`src/rtl/cbus_arbiter.sv`:
```
// Round-robin arbiter merging NUM_MASTERS CBus requesters onto one CBus port.
// The grant is held for a whole transaction and responses are routed only to the granted master.
module cbus_arbiter_lane (
  input  logic        sel,
  input  logic [63:0] rdata,
  input  logic        ready,
  input  logic        last,
  output logic [63:0] m_rdata,
  output logic        m_ready,
  output logic        m_last
);
  assign m_rdata = sel ? rdata : '0;
  assign m_ready = sel & ready;
  assign m_last  = sel & last;
endmodule

module cbus_arbiter #(
  parameter int NUM_MASTERS = 2,
  parameter int IDX_W       = $clog2(NUM_MASTERS)
) (
  input  logic                     clk,
  input  logic                     reset,
  input  logic [NUM_MASTERS-1:0]    m_valid,
  input  logic [NUM_MASTERS*64-1:0] m_addr,
  input  logic [NUM_MASTERS*64-1:0] m_wdata,
  input  logic [NUM_MASTERS*2-1:0]  m_burst,
  input  logic [NUM_MASTERS*8-1:0]  m_len,
  input  logic [NUM_MASTERS*8-1:0]  m_wstrobe,
  output logic [NUM_MASTERS*64-1:0] m_rdata,
  output logic [NUM_MASTERS-1:0]    m_ready,
  output logic [NUM_MASTERS-1:0]    m_last,
  output logic                     valid,
  output logic [63:0]              addr,
  output logic [63:0]              wdata,
  output logic [1:0]               burst,
  output logic [7:0]               len,
  output logic [7:0]               wstrobe,
  input  logic [63:0]              rdata,
  input  logic                     ready,
  input  logic                     last
);
  typedef enum logic {IDLE, BUSY} state_t;

  typedef struct packed {
    logic [63:0] addr;
    logic [63:0] wdata;
    logic [1:0]  burst;
    logic [7:0]  len;
    logic [7:0]  wstrobe;
  } req_t;

  state_t                  fsm_q, fsm_d;
  logic [IDX_W-1:0]        grant_q, grant_d;
  logic [IDX_W-1:0]        rr_ptr_q, rr_ptr_d;
  logic                    found;
  int                      idx;
  req_t [NUM_MASTERS-1:0]  m_req;
  req_t                    req;
  logic [NUM_MASTERS-1:0]  lane_sel;

  for (genvar i = 0; i < NUM_MASTERS; i++) begin : g_lane
    assign m_req[i].addr    = m_addr[64*i +: 64];
    assign m_req[i].wdata   = m_wdata[64*i +: 64];
    assign m_req[i].burst   = m_burst[2*i +: 2];
    assign m_req[i].len     = m_len[8*i +: 8];
    assign m_req[i].wstrobe = m_wstrobe[8*i +: 8];
    assign lane_sel[i]      = (fsm_q == BUSY) && (grant_q == IDX_W'(i));

    cbus_arbiter_lane u_lane (
      .sel     (lane_sel[i]),
      .rdata   (rdata),
      .ready   (ready),
      .last    (last),
      .m_rdata (m_rdata[64*i +: 64]),
      .m_ready (m_ready[i]),
      .m_last  (m_last[i])
    );
  end

  // Outputs decode straight from fsm_q, so an async reset clears them without a clock edge.
  always_comb begin
    valid = 1'b0;
    req   = '0;
    if (fsm_q == BUSY) begin
      valid = m_valid[grant_q];
      req   = m_req[grant_q];
    end
  end

  assign addr    = req.addr;
  assign wdata   = req.wdata;
  assign burst   = req.burst;
  assign len     = req.len;
  assign wstrobe = req.wstrobe;

  always_comb begin
    fsm_d    = fsm_q;
    grant_d  = grant_q;
    rr_ptr_d = rr_ptr_q;
    found    = 1'b0;
    idx      = 0;
    case (fsm_q)
      IDLE: begin
        // First requester at or after rr_ptr wins, wrapping around.
        for (int i = 0; i < NUM_MASTERS; i++) begin
          idx = (int'(rr_ptr_q) + i) % NUM_MASTERS;
          if (!found && m_valid[idx]) begin
            found   = 1'b1;
            grant_d = IDX_W'(idx);
            fsm_d   = BUSY;
          end
        end
      end
      BUSY: begin
        if (valid && ready && last) begin
          fsm_d    = IDLE;
          rr_ptr_d = IDX_W'((int'(grant_q) + 1) % NUM_MASTERS);
        end
      end
      default: fsm_d = IDLE;
    endcase
  end

  always_ff @(posedge clk or posedge reset) begin
    if (reset) begin
      fsm_q    <= IDLE;
      grant_q  <= '0;
      rr_ptr_q <= '0;
    end else begin
      fsm_q    <= fsm_d;
      grant_q  <= grant_d;
      rr_ptr_q <= rr_ptr_d;
    end
  end
endmodule

```
`config.mk`:
```
export PLATFORM = sky130hd
export DESIGN_NAME = cbus_arbiter
export DESIGN_NICKNAME = d
export VERILOG_FILES = /design/src/rtl/cbus_arbiter.sv
export SDC_FILE = /design/constraint.sdc
export NUM_CORES = 1
export LEC_CHECK = 0
export CORE_AREA = 5 5 248 250
export DETAILED_ROUTE_END_ITERATION = 10
export DIE_AREA = 0 0 253 255
export DONT_BUFFER_PORTS = 1
export GPL_ROUTABILITY_DRIVEN = 0
export GPL_TIMING_DRIVEN = 0
export SLEW_MARGIN = 20
export SYNTH_ARGS = -nofsm -noshare
export SYNTH_HDL_FRONTEND = slang
export SYNTH_SLANG_ARGS = --single-unit
```
`constraint.sdc`:
```
create_clock -name clk -period 1.5 [get_ports clk]
set_input_delay 0.15 -clock clk [delete_from_list [all_inputs] [get_ports clk]]
set_output_delay 0.15 -clock clk [all_outputs]
set_load 0.02 [all_outputs]
```
**Yosys cells after proc, flatten, opt, wreduce, memory -nomap -nowiden**

Cells that the tools add are included.

- Bits in registers: 3
- Bits of input ports: 362
- Output and inout port bits: 279
- Logic and storage cells: 44

- Add/sub/neg operators: 2
- Magnitude comparators: 3
- Mux-type cells: 20
- Bitwise operators: 7
- Reduce and logical (&&, ||, !) cells: 9

Operator list:

| kind | number |
|---|---|
| $mux 146 | 3 |
| $mux 64 | 2 |
| $mux 1 | 14 |
| $logic_and 1x1->1 | 5 |
| $and 1x1->1 | 4 |
| $lt 1x2->1 const B | 2 |
| $reduce_and 2->1 | 2 |
| $lt 2x3->1 const B | 1 |
| $add 1x1->1 const B | 2 |
| $not 1->1 | 2 |
| $pmux 1 s2 | 1 |
| $reduce_bool 2->1 | 1 |
| $and 1x1->1 const A | 1 |
| $logic_not 1->1 | 1 |

**Depth between registers and ports, before layout**

Gate-level depths: netlist (run 1).

- Word-level depth: 8
- Mapped depth: 5
- Gate-level depth less buffers: 3

**Modules after synthesis**

Synthesis (run 1) repeated with hierarchy kept, for this count alone.

- Cells, all modules: 487
- Area total of the unflattened synthesis: 3,387.0 um^2

By module, submodules not included:

| module | times used | cells an instance | area each (um^2) | sequential area each (um^2) |
|---|---|---|---|---|
| cbus_arbiter | 1 | 341 | 2,428.6 | 75.1 |
| cbus_arbiter_lane | 2 | 73 | 479.2 | 0.0 |

**Least setup slack after synthesis (run 1)**

Ideal clock, no wire load.

- Path kind: flip-flop to output port
- From: register grant_q
- To: output port addr[0]
- Arrival time: 1.199 ns
- Data required time: 1.350 ns
- Setup slack: 0.151 ns
- Cell stages (with the launch flop): 6
- Path buffers: 3
- Cells stage by stage: dfrtp_1 buf_4 buf_8 buf_8 mux2i_1 nor2_1

- Cells in the longest elaborated chain, start to end: 3

RTL lines:

| what | line | text |
|---|---|---|
| start, declared | 53 | `logic [IDX_W-1:0] grant_q, grant_d;` |
| start signal, assigned | 131 | `grant_q <= grant_d;` |
| $mux 146 (implied by the code) (2 in a row) | 86 | `req = m_req[grant_q];` |
| $mux 146 | 84 | `if (fsm_q == BUSY) begin` |
| end, declared | 33 | `output logic [63:0] addr,` |

Every way passes these cells. The select of a mux whose other input is x is not followed.

**Final worst setup path (run 1)**

- From: register grant_q
- To: output port wdata[38]

- Cells in the longest elaborated chain, start to end: 3

RTL lines:

| what | line | text |
|---|---|---|
| $mux 146 (implied by the code) (2 in a row) | 86 |  |
| $mux 146 | 84 |  |
| end, declared | 34 | `output logic [63:0] wdata,` |

Every way passes these cells. The select of a mux whose other input is x is not followed.

==> out/qor.txt, run 1 <==
Worst skew pair latency - 220 ps
R2r setup slk - 80 ps
Required time of the critical path - 1350 ps
H-tree depth - 1
Status - finished, violations left
CTS clk-pin slew, worst paths - 30 ps
Critical path peak fanout - 10
Reg2Reg Depth - 6
CTS sink cnt - 3
DR pass1 iterations - 4
# port buffers - 0
Initial Utilization - 5.78%
FF+latch count, synth - 3
Crit path top cell by count - buf_12
# DRC - 0
Violated checks - negative setup slack
CP arrival - 1540 ps
Final TNS setup - -31550 ps
First-pass GRT wire length - 41600 um
Share of layout cells above drive strength 1 - 83.0%
Largest net degree at the start of global routing - 11
I/O pin count - 641
Worst r2r src - fsm_q
Area leader, netlist - mux2i_1
Peak VDD IR - 0.00108 V
RSZ-0062 raised after global routing - true
Hold_ws - 33.3 ps
Post-synth net total - 859
Crit-path max cell delay - 360 ps
WS Path Type - reg2out
Max-Slew Margin vs Limit - 77.3%
Unique masters post-synth - 21
Vias per inst - 3.38
Chip width - 253 um
Critical R2R Capture - rr_ptr_q
1st-iter DRT viols - 183
Clock Skews - 1.07 ps
Worst path top cell family by delay - buffers and inverters
Tightest Pin Transition - 340 ps
Nets - 887
Commonest cells after routing, fill and taps aside - nor2_2 (91), mux2i_1 (76), and3_4 (66)
Vias in the first global route - 4679
Endpoints failing setup - 273
Die footprint - 64500 um2
DP Wirelength - 30600 um
Chip Height - 255 um
GRT Util Overall - 9.47%
Clk buf depth - 2
Fin crit share - 112%
Largest cells by area after synthesis - mux2i_1 (43%), nor2_1 (16%), and2_1 (12%), and3_1 (12%), buf_8 (4.9%)
CP Capture Type - output pin
Post-route setup slack - -187 ps
Total gr overflow - 0
Ys Warns - 0
Crit path capture - wdata[38]
Post-synthesis cell count - 497
Final Hold Fails - 0
Slew Viols, Final - 0
Most common cell after layout, fill and taps aside - nor2_2
DR WL/cell - 28.1 um
Core area - 58800 um2
Syn avg cell area - 6.83 um2
Critical path startpoint category - flip-flop
CTS tree - built
Vias - 4401
Initial antenna violation count - 14
Cts bufs inserted - 3
Top cell type's share of synthesized area - 43.3%
Max capacitance violation total - 0
Std cell rows - 89
Sequential-to-total area share from yosys stat - 2.21%
Area growth syn-to-layout - 111%
Fmax - 593 MHz
Pwr dens - 2220 nW/um2
Clock root cell - clkbuf_16
HP Class - in2reg
Antenna-violating nets left - 0
Wirelength, routed - 36600 um
Worst Path Buf+Inv - 3
Crit-path cells - buf_12 -> buf_16 -> buf_12 -> mux2i_4 -> nor2_4
Static leakage - 2.55 nW
Critical path startpoint - grant_q
CP max-delay cell - dfrtp_1
Period minus WS final - 1690 ps
Worst path depth - 5
Synthesized cell area - 3400 um2
==> stage by stage <==
stage	util [%]	setup slack, ps	instances	power, mW	area (um2)
floorplan	-	151	497	7.92	3400
global placement	7.42	-903	1270	9.84	4360
finish	12.2	-187	1303	15.9	7150
global route	12.2	-224	1302	16.4	7150
detailed placement	7.42	-910	1270	9.86	4360
CTS	10.1	-213	1286	13.2	5960
==> per-layer routing <==
metal / GRT usage, % / vias up / wire length, um
met4: 4.40 / 10 / 2160
met1: 9.99 / 2095 / 12800
met2: 17.5 / 462 / 18000
met5: 0 / - / 75
li1: - / 1744 / -
met3: 2.64 / 90 / 3610
==> state kept, by name (all words and copies together) (netlist names) <==
signal,flops
grant_q,1
fsm_q,1
rr_ptr_q,1
==> power breakdown <==
part	total, mW	leakage, nW	internal (mW)	switching (mW)
Clock	0.427	0.0382	0.351	0.0757
Sequential	0.139	0.0332	0.113	0.0261
Combinational	15.3	2.48	6.52	8.79
==> cells by family (layout without fill, tap and decap cells) <==
family          after synthesis  in the layout  synth area share [%]
compound gates                5              5                 0.995
buf+inv                      60             87                  12.5
flops                         3              3                  2.21
mux                         147            147                  43.3
other cells                   0              6                     0
simple gates                282            282                  41.0
==> timing repair <==
| item | 4_1_cts | 5_1_grt |
|---|---|---|
| hold buffers | 1 | 0 |
| hold endpoints to repair | 3 | 0 |
| resized for setup | 499 | 233 |
| setup endpoints to repair | 282 | 279 |
| buffers inserted | 8 | 7 |
| pin swaps | 6 | 16 |
| cloned | 3 | 5 |
==> synthesized netlist by cell type <==
| cell | count |
|---|---|
| nand2_1 | 1 |
| o31ai_1 | 1 |
| nor2_1 | 147 |
| clkbuf_1 | 16 |
| o32a_1 | 1 |
| inv_1 | 1 |
| buf_1 | 2 |
| mux2i_1 | 147 |
| nand3_1 | 1 |
| dfrtp_1 | 3 |
| and2_1 | 66 |
| o21ai_1 | 1 |
| inv_2 | 1 |
| a31oi_1 | 1 |
| a21oi_1 | 1 |
| buf_4 | 15 |
| buf_8 | 11 |
| nor2_2 | 1 |
| clkbuf_2 | 7 |
| buf_2 | 7 |
| and3_1 | 66 |
==> final cells by class <==
type	count	area, um2
fillers	6689	51600
multi-input cells	434	4690
well taps	773	967
plain buffers	57	922
repair buffers	24	394
clock buffers	4	78.8
flip-flops and latches	3	76.3
diodes	6	15.0
inverters	2	10.0
==> how the worst min path moves through the flow <==
stage / from / endpoint / slack [ps] / depth (start not counted)
global route: m_valid[0] / grant_q / 30 / 1
detailed placement: reset / grant_q / -80 / 1
finish: m_valid[0] / grant_q / 30 / 1
global placement: reset / grant_q / -90 / 1
floorplan: reset / fsm_q / -100 / 1
CTS: m_valid[0] / grant_q / 30 / 1
(Power assumes the default switching activity.)
==> inputs of run 2 (changes only) <==
- GPL_TIMING_DRIVEN: 0 -> default
- PLACE_DENSITY: default -> 0.3
==> run 2 against run 1 <==
Net effect:
- the flow still finishes with violations (negative setup slack)
- largest cell class unchanged
- maximum frequency is 5.5% lower
- combinational power down 10%
- wire length grew 2.0%
- non-clock buffer count increased by 125
- count of clock-buffer cells in the layout is the same
- sequential cell count is the same
- via count grew 6.5%
- die area unchanged
==> out/qor.txt, run 2 (same netlist as run 1, synthesis figures left out) <==
Status - finished, violations left
Violated checks - negative setup slack
WS Path Type - reg2out
Slew Viols, Final - 0 (unchanged)
Die footprint - 64500 um2 (unchanged)
Fin crit share - 119% (+6.6 points)
Tightest Pin Transition - 230 ps (-110 ps)
CP Capture Type - output pin
DR WL/cell - 26.1 um (-7.2%)
Fill cell count - 6846 (+2.3%)
Peak VDD IR - 0.00116 V (+7.7%)
Antenna-violating nets left - 0 (unchanged)
CTS clk-pin slew, worst paths - 30 ps (about the same)
Pwr dens - 2200 nW/um2 (-0.76%)
Wirelength, routed - 37300 um (+2.0%)
Total gr overflow - 0 (unchanged)
First-pass GRT wire length - 43800 um (+5.2%)
Chip width - 253 um (unchanged)
Clock root cell - clkbuf_16
Tot Pwr - 14.3 mW (-9.8%)
Vias per inst - 3.27 (-3.1%)
Share of layout cells above drive strength 1 - 50.7% (-32 points)
CP arrival - 1640 ps (+100 ps)
Nets - 1012 (+14%)
Critical path startpoint category - flip-flop
Max-Slew Margin vs Limit - 84.2% (+6.9 points)
GRT Util Overall - 9.92% (+0.45 points)
Final instance area - 6500 um2 (-9.1%)
Vias - 4688 (+6.5%)
Most common cell after layout, fill and taps aside - buf_4
Vias in the first global route - 4782 (+2.2%)
Core area - 58800 um2 (unchanged)
Initial Utilization - 5.78% (unchanged)
Area growth syn-to-layout - 91.4%
Cts bufs inserted - 3 (unchanged)
Largest net degree at the start of global routing - 56 (+45)
RSZ-0062 raised after global routing - true
Clock Skews - 4.11 ps (+3.03 ps)
Largest registers - fsm_q: 1 flops, grant_q: 1 flops, rr_ptr_q: 1 flops
Post-route setup slack - -286 ps (-98.8 ps)
DR pass1 iterations - 4 (unchanged)
DP Wirelength - 30500 um (-0.44%)
Final TNS setup - -40650 ps (-9100 ps)
Static leakage - 3.13 nW (+23%)
CTS tree - built
HP Class - in2reg
Period minus WS final - 1790 ps (+98.8 ps)
Area of the multi-input gates - 3230 um2 (-31%)
Endpoints failing setup - 259 (-5.1%)
CTS sink cnt - 3 (unchanged)
Max capacitance violation total - 0 (unchanged)
Reg area - 80.1 um2 (+4.9%)
Final Hold Fails - 0 (unchanged)
Initial antenna violation count - 30 (+16)
Worst Hold Depth - 1 (unchanged)
Worst skew pair latency - 220 ps (about the same)
1st-iter DRT viols - 145 (-21%)
Required time of the critical path - 1350 ps (about the same)
Fmax - 560 MHz (-5.5%)
Reg2Reg Depth - 5 (-1)
H-tree depth - 1 (unchanged)
Clk buf depth - 2 (unchanged)
# port buffers - 0 (unchanged)
# DRC - 0 (unchanged)
Post-Place Cell Area - 5450 um2 (+25%)
Std cell rows - 89 (unchanged)
Critical path peak fanout - 9 (-1)
Chip Height - 255 um (unchanged)
I/O pin count - 641 (unchanged)
Commonest cells after routing, fill and taps aside - buf_4 (164), nor2_1 (146), mux2i_1 (131)
## run 2: timing repair
item	in CTS	in global routing
gates resized for setup	144	81
hold endpoints to repair	3	0
buffers inserted	6	1
pin swaps	1	2
cloned	10	5
setup endpoints to repair	268	279
hold buffers	1	0
## run 2: final cells by class
| type | count | share of cell area (%) |
|---|---|---|
| diodes | 10 | 0.385 |
| clock buffers | 4 | 1.21 |
| inverters | 2 | 0.231 |
| multi-input cells | 434 | 49.7 |
| flip-flops and latches | 3 | 1.23 |
| well taps | 773 | 14.9 |
| repair buffers | 206 | 32.3 |
## run 2: power by group
| part | internal [mW] | leakage, nW | switching, mW |
|---|---|---|---|
| Sequential | 0.122 | 0.0323 | 0.0345 |
| Combinational | 6.15 | 3.06 | 7.58 |
| Clock | 0.351 | 0.0382 | 0.0786 |
## run 2: worst paths after layout
kind	from	to	slack [ps]
max	grant_q	wdata[0]	-290
min	m_valid[0]	grant_q	60
max reg2reg	grant_q	rr_ptr_q	130
min reg2reg	rr_ptr_q	rr_ptr_q	490
max in group asynchronous	reset	fsm_q	1010
min in group asynchronous	reset	grant_q	310
## run 2: through the flow
| stage | setup slack, ps | hold slack (ps) | utilization (%) | std cells |
|---|---|---|---|---|
| global route | -328 | 67.6 | 11.0 | 1429 |
| finish | -286 | 63.9 | 11.1 | 1432 |
| detailed placement | -210 | -51.2 | 9.27 | 1395 |
| floorplan | 151 | -96.4 | - | 497 |
| global placement | -175 | -52.7 | 9.27 | 1395 |
| CTS | -283 | 69.0 | 10.5 | 1416 |
## run 2: critical path, cell delays in order, from the launching register on
cell and delay (ps):
dfrtp_4 490, buf_12 170, buf_8 150, buf_6 120
mux2i_1 110, nor2_1 190, buf_4 190
## run 2: layer usage
metal,track usage (%),up-vias,part of all wire (%)
met1,9.21,2151,31
met2,19.9,428,54
met4,2.10,34,2.8
met5,0,-,0.62
met3,4.37,82,12
li1,-,1993,-
==> inputs of run 3 (changes only) <==
- SKIP_LAST_GASP: default -> 1
- SLEW_MARGIN: 20 -> default
- clock period: 1.5 -> 1.85 ns (I/O delays scaled with it)
==> run 3 against run 2 <==
Net effect:
- the flow now finishes without violations
- largest cell class unchanged
- largest power group unchanged
- critical path type unchanged
- clock skew is 1.1 ps lower
- combinational power is 33% lower
- wire length is 7.7% lower
- global-route usage is 0.54 points lower
- count of clock-buffer cells in the layout stayed put
==> out/qor.txt, run 3 (same netlist as run 1, synthesis figures left out) <==
I/O pin count - 641 (unchanged)
Endpoints failing setup - 0 (-100%)
Area growth syn-to-layout - 64.4%
Most common cell after layout, fill and taps aside - buf_4
Vias per inst - 3.18 (-2.9%)
Critical path peak fanout - 15 (+6)
Tightest Pin Transition - 414 ps (+185 ps)
Initial Utilization - 5.78% (unchanged)
Fin cells - 1396 (-2.5%)
CP arrival - 1620 ps (-20 ps)
Vias in the first global route - 4589 (-4.0%)
Max capacitance violation total - 0 (unchanged)
Pwr dens - 1730 nW/um2 (-21%)
Worst skew pair latency - 230 ps (about the same)
Status - complete, no violations
Die footprint - 64500 um2 (unchanged)
CTS tree - built
DP Wirelength - 30200 um (-0.90%)
Chip width - 253 um (unchanged)
HP Class - in2reg
1st-iter DRT viols - 176 (+21%)
Cts bufs inserted - 3 (unchanged)
WS Path Type - reg2out
Core area - 58800 um2 (unchanged)
Largest net degree at the start of global routing - 69 (+23%)
Placed insts - 1378 (-1.2%)
GRT Util Overall - 9.38% (-0.54 points)
Share of layout cells above drive strength 1 - 29.0% (-22 points)
DR pass1 iterations - 4 (unchanged)
# port buffers - 0 (unchanged)
Critical path startpoint category - flip-flop
Clock Skews - 3.04 ps (-1.07 ps)
Chip Height - 255 um (unchanged)
CTS sink cnt - 3 (unchanged)
Clock root cell - clkbuf_16
DR WL/cell - 24.7 um (-5.3%)
Std cell rows - 89 (unchanged)
Static leakage - 2.76 nW (-12%)
Fill cell count - 6874 (+0.41%)
Total gr overflow - 0 (unchanged)
Reg2Reg Depth - 4 (-1)
Commonest cells after routing, fill and taps aside - buf_4 (154), mux2i_1 (147), nor2_1 (146)
Vias - 4438 (-5.3%)
# DRC - 0 (unchanged)
Slew Viols, Final - 0 (unchanged)
CP Capture Type - output pin
Initial antenna violation count - 33 (+10%)
Required time of the critical path - 1660 ps (+310 ps)
Nets - 977 (-3.5%)
Fin crit share - 97.3%
Period minus WS final - 1800 ps
CTS clk-pin slew, worst paths - 30 ps (about the same)
Wirelength, routed - 34500 um (-7.7%)
Clk buf depth - 2 (unchanged)
First-pass GRT wire length - 41200 um (-5.9%)
RSZ-0062 raised after global routing - true
Final Hold Fails - 0 (unchanged)
Tot Pwr - 9.67 mW (-32%)
Largest registers - fsm_q: 1 flops, grant_q: 1 flops, rr_ptr_q: 1 flops
Peak VDD IR - 0.000960 V (-18%)
Antenna-violating nets left - 0 (unchanged)
Hold_ws - 85.6 ps (+21.8 ps)
Worst Hold Depth - 1 (unchanged)
Fmax - 555 MHz
H-tree depth - 1 (unchanged)
Max-Slew Margin vs Limit - 72.4% (-12 points)
## run 3: cell types whose count changed in the layout (fill, tap and decap cells not counted), moves of 7 or more
cell / previous run / this run
and2_1: 5 / 66
and2_4: 61 / 0
and3_1: 27 / 66
and3_2: 31 / 0
and3_4: 8 / 0
buf_16: 13 / 4
buf_4: 164 / 154
buf_6: 10 / 3
mux2i_1: 131 / 147
mux2i_2: 12 / 0
## run 3: final timing paths
kind	from	endpoint	slack, ps
worst max-delay path	grant_q	wdata[57]	50
min in group asynchronous	reset	grant_q	360
max in group asynchronous	reset	grant_q	1300
worst min-delay path	m_valid[0]	grant_q	90
worst min register to register	rr_ptr_q	rr_ptr_q	510
worst max register to register	fsm_q	grant_q	410
## run 3: final cells by class
type	instances	area [um2]	area share (%)
multi-input cells	434	2910	52.1
diodes	9	22.5	0.403
flip-flops and latches	3	80.1	1.43
clock buffers	4	78.8	1.41
well taps	773	967	17.3
inverters	2	12.5	0.224
repair buffers	171	1520	27.1
## run 3: report_power, final
part	internal [mW]	switching [mW]
combinational	3.53	5.67
clock	0.285	0.0631
sequential	0.0987	0.0263
total	3.91	5.76
## run 3: timing repair
| item | CTS | global route |
|---|---|---|
| resized for setup | 7 | 3 |
| hold buffers | 1 | 0 |
| gates cloned | 3 | 1 |
| pin swaps | 0 | 1 |
| setup endpoints to repair | 85 | 21 |
| setup buffers | 0 | 0 |
| endpoints found under the hold margin | 3 | 0 |
## run 3: through the flow
| step | TNS, ps | util, % | setup WS, ps | instance area [um2] |
|---|---|---|---|---|
| 3_3_place_gp | 0 | 9.03 | 133 | 5310 |
| 6_report | 0 | 9.49 | 49.7 | 5580 |
| 2_1_floorplan | 0 | - | 466 | 3400 |
| 5_1_grt | -52.7 | 9.47 | -19.0 | 5570 |
| 3_5_place_dp | 0 | 9.03 | 119 | 5310 |
| 4_1_cts | -20.2 | 9.40 | -18.1 | 5520 |
## run 3: routing by layer
layer	wire [um]	vias to the layer above	track usage (%)	part of all wire, %
met5	213	-	0	0.62
met4	885	32	1.64	2.6
met3	4290	85	4.24	12
met2	18800	435	19.2	55
met1	10300	1977	8.51	30
li1	-	1909	-	-
## run 3: worst max-delay path: stages (launching register included)
cell	delay (ps)
dfrtp_4	480
buf_12	170
clkbuf_16	220
mux2i_1	140
nor2_1	160
buf_4	180
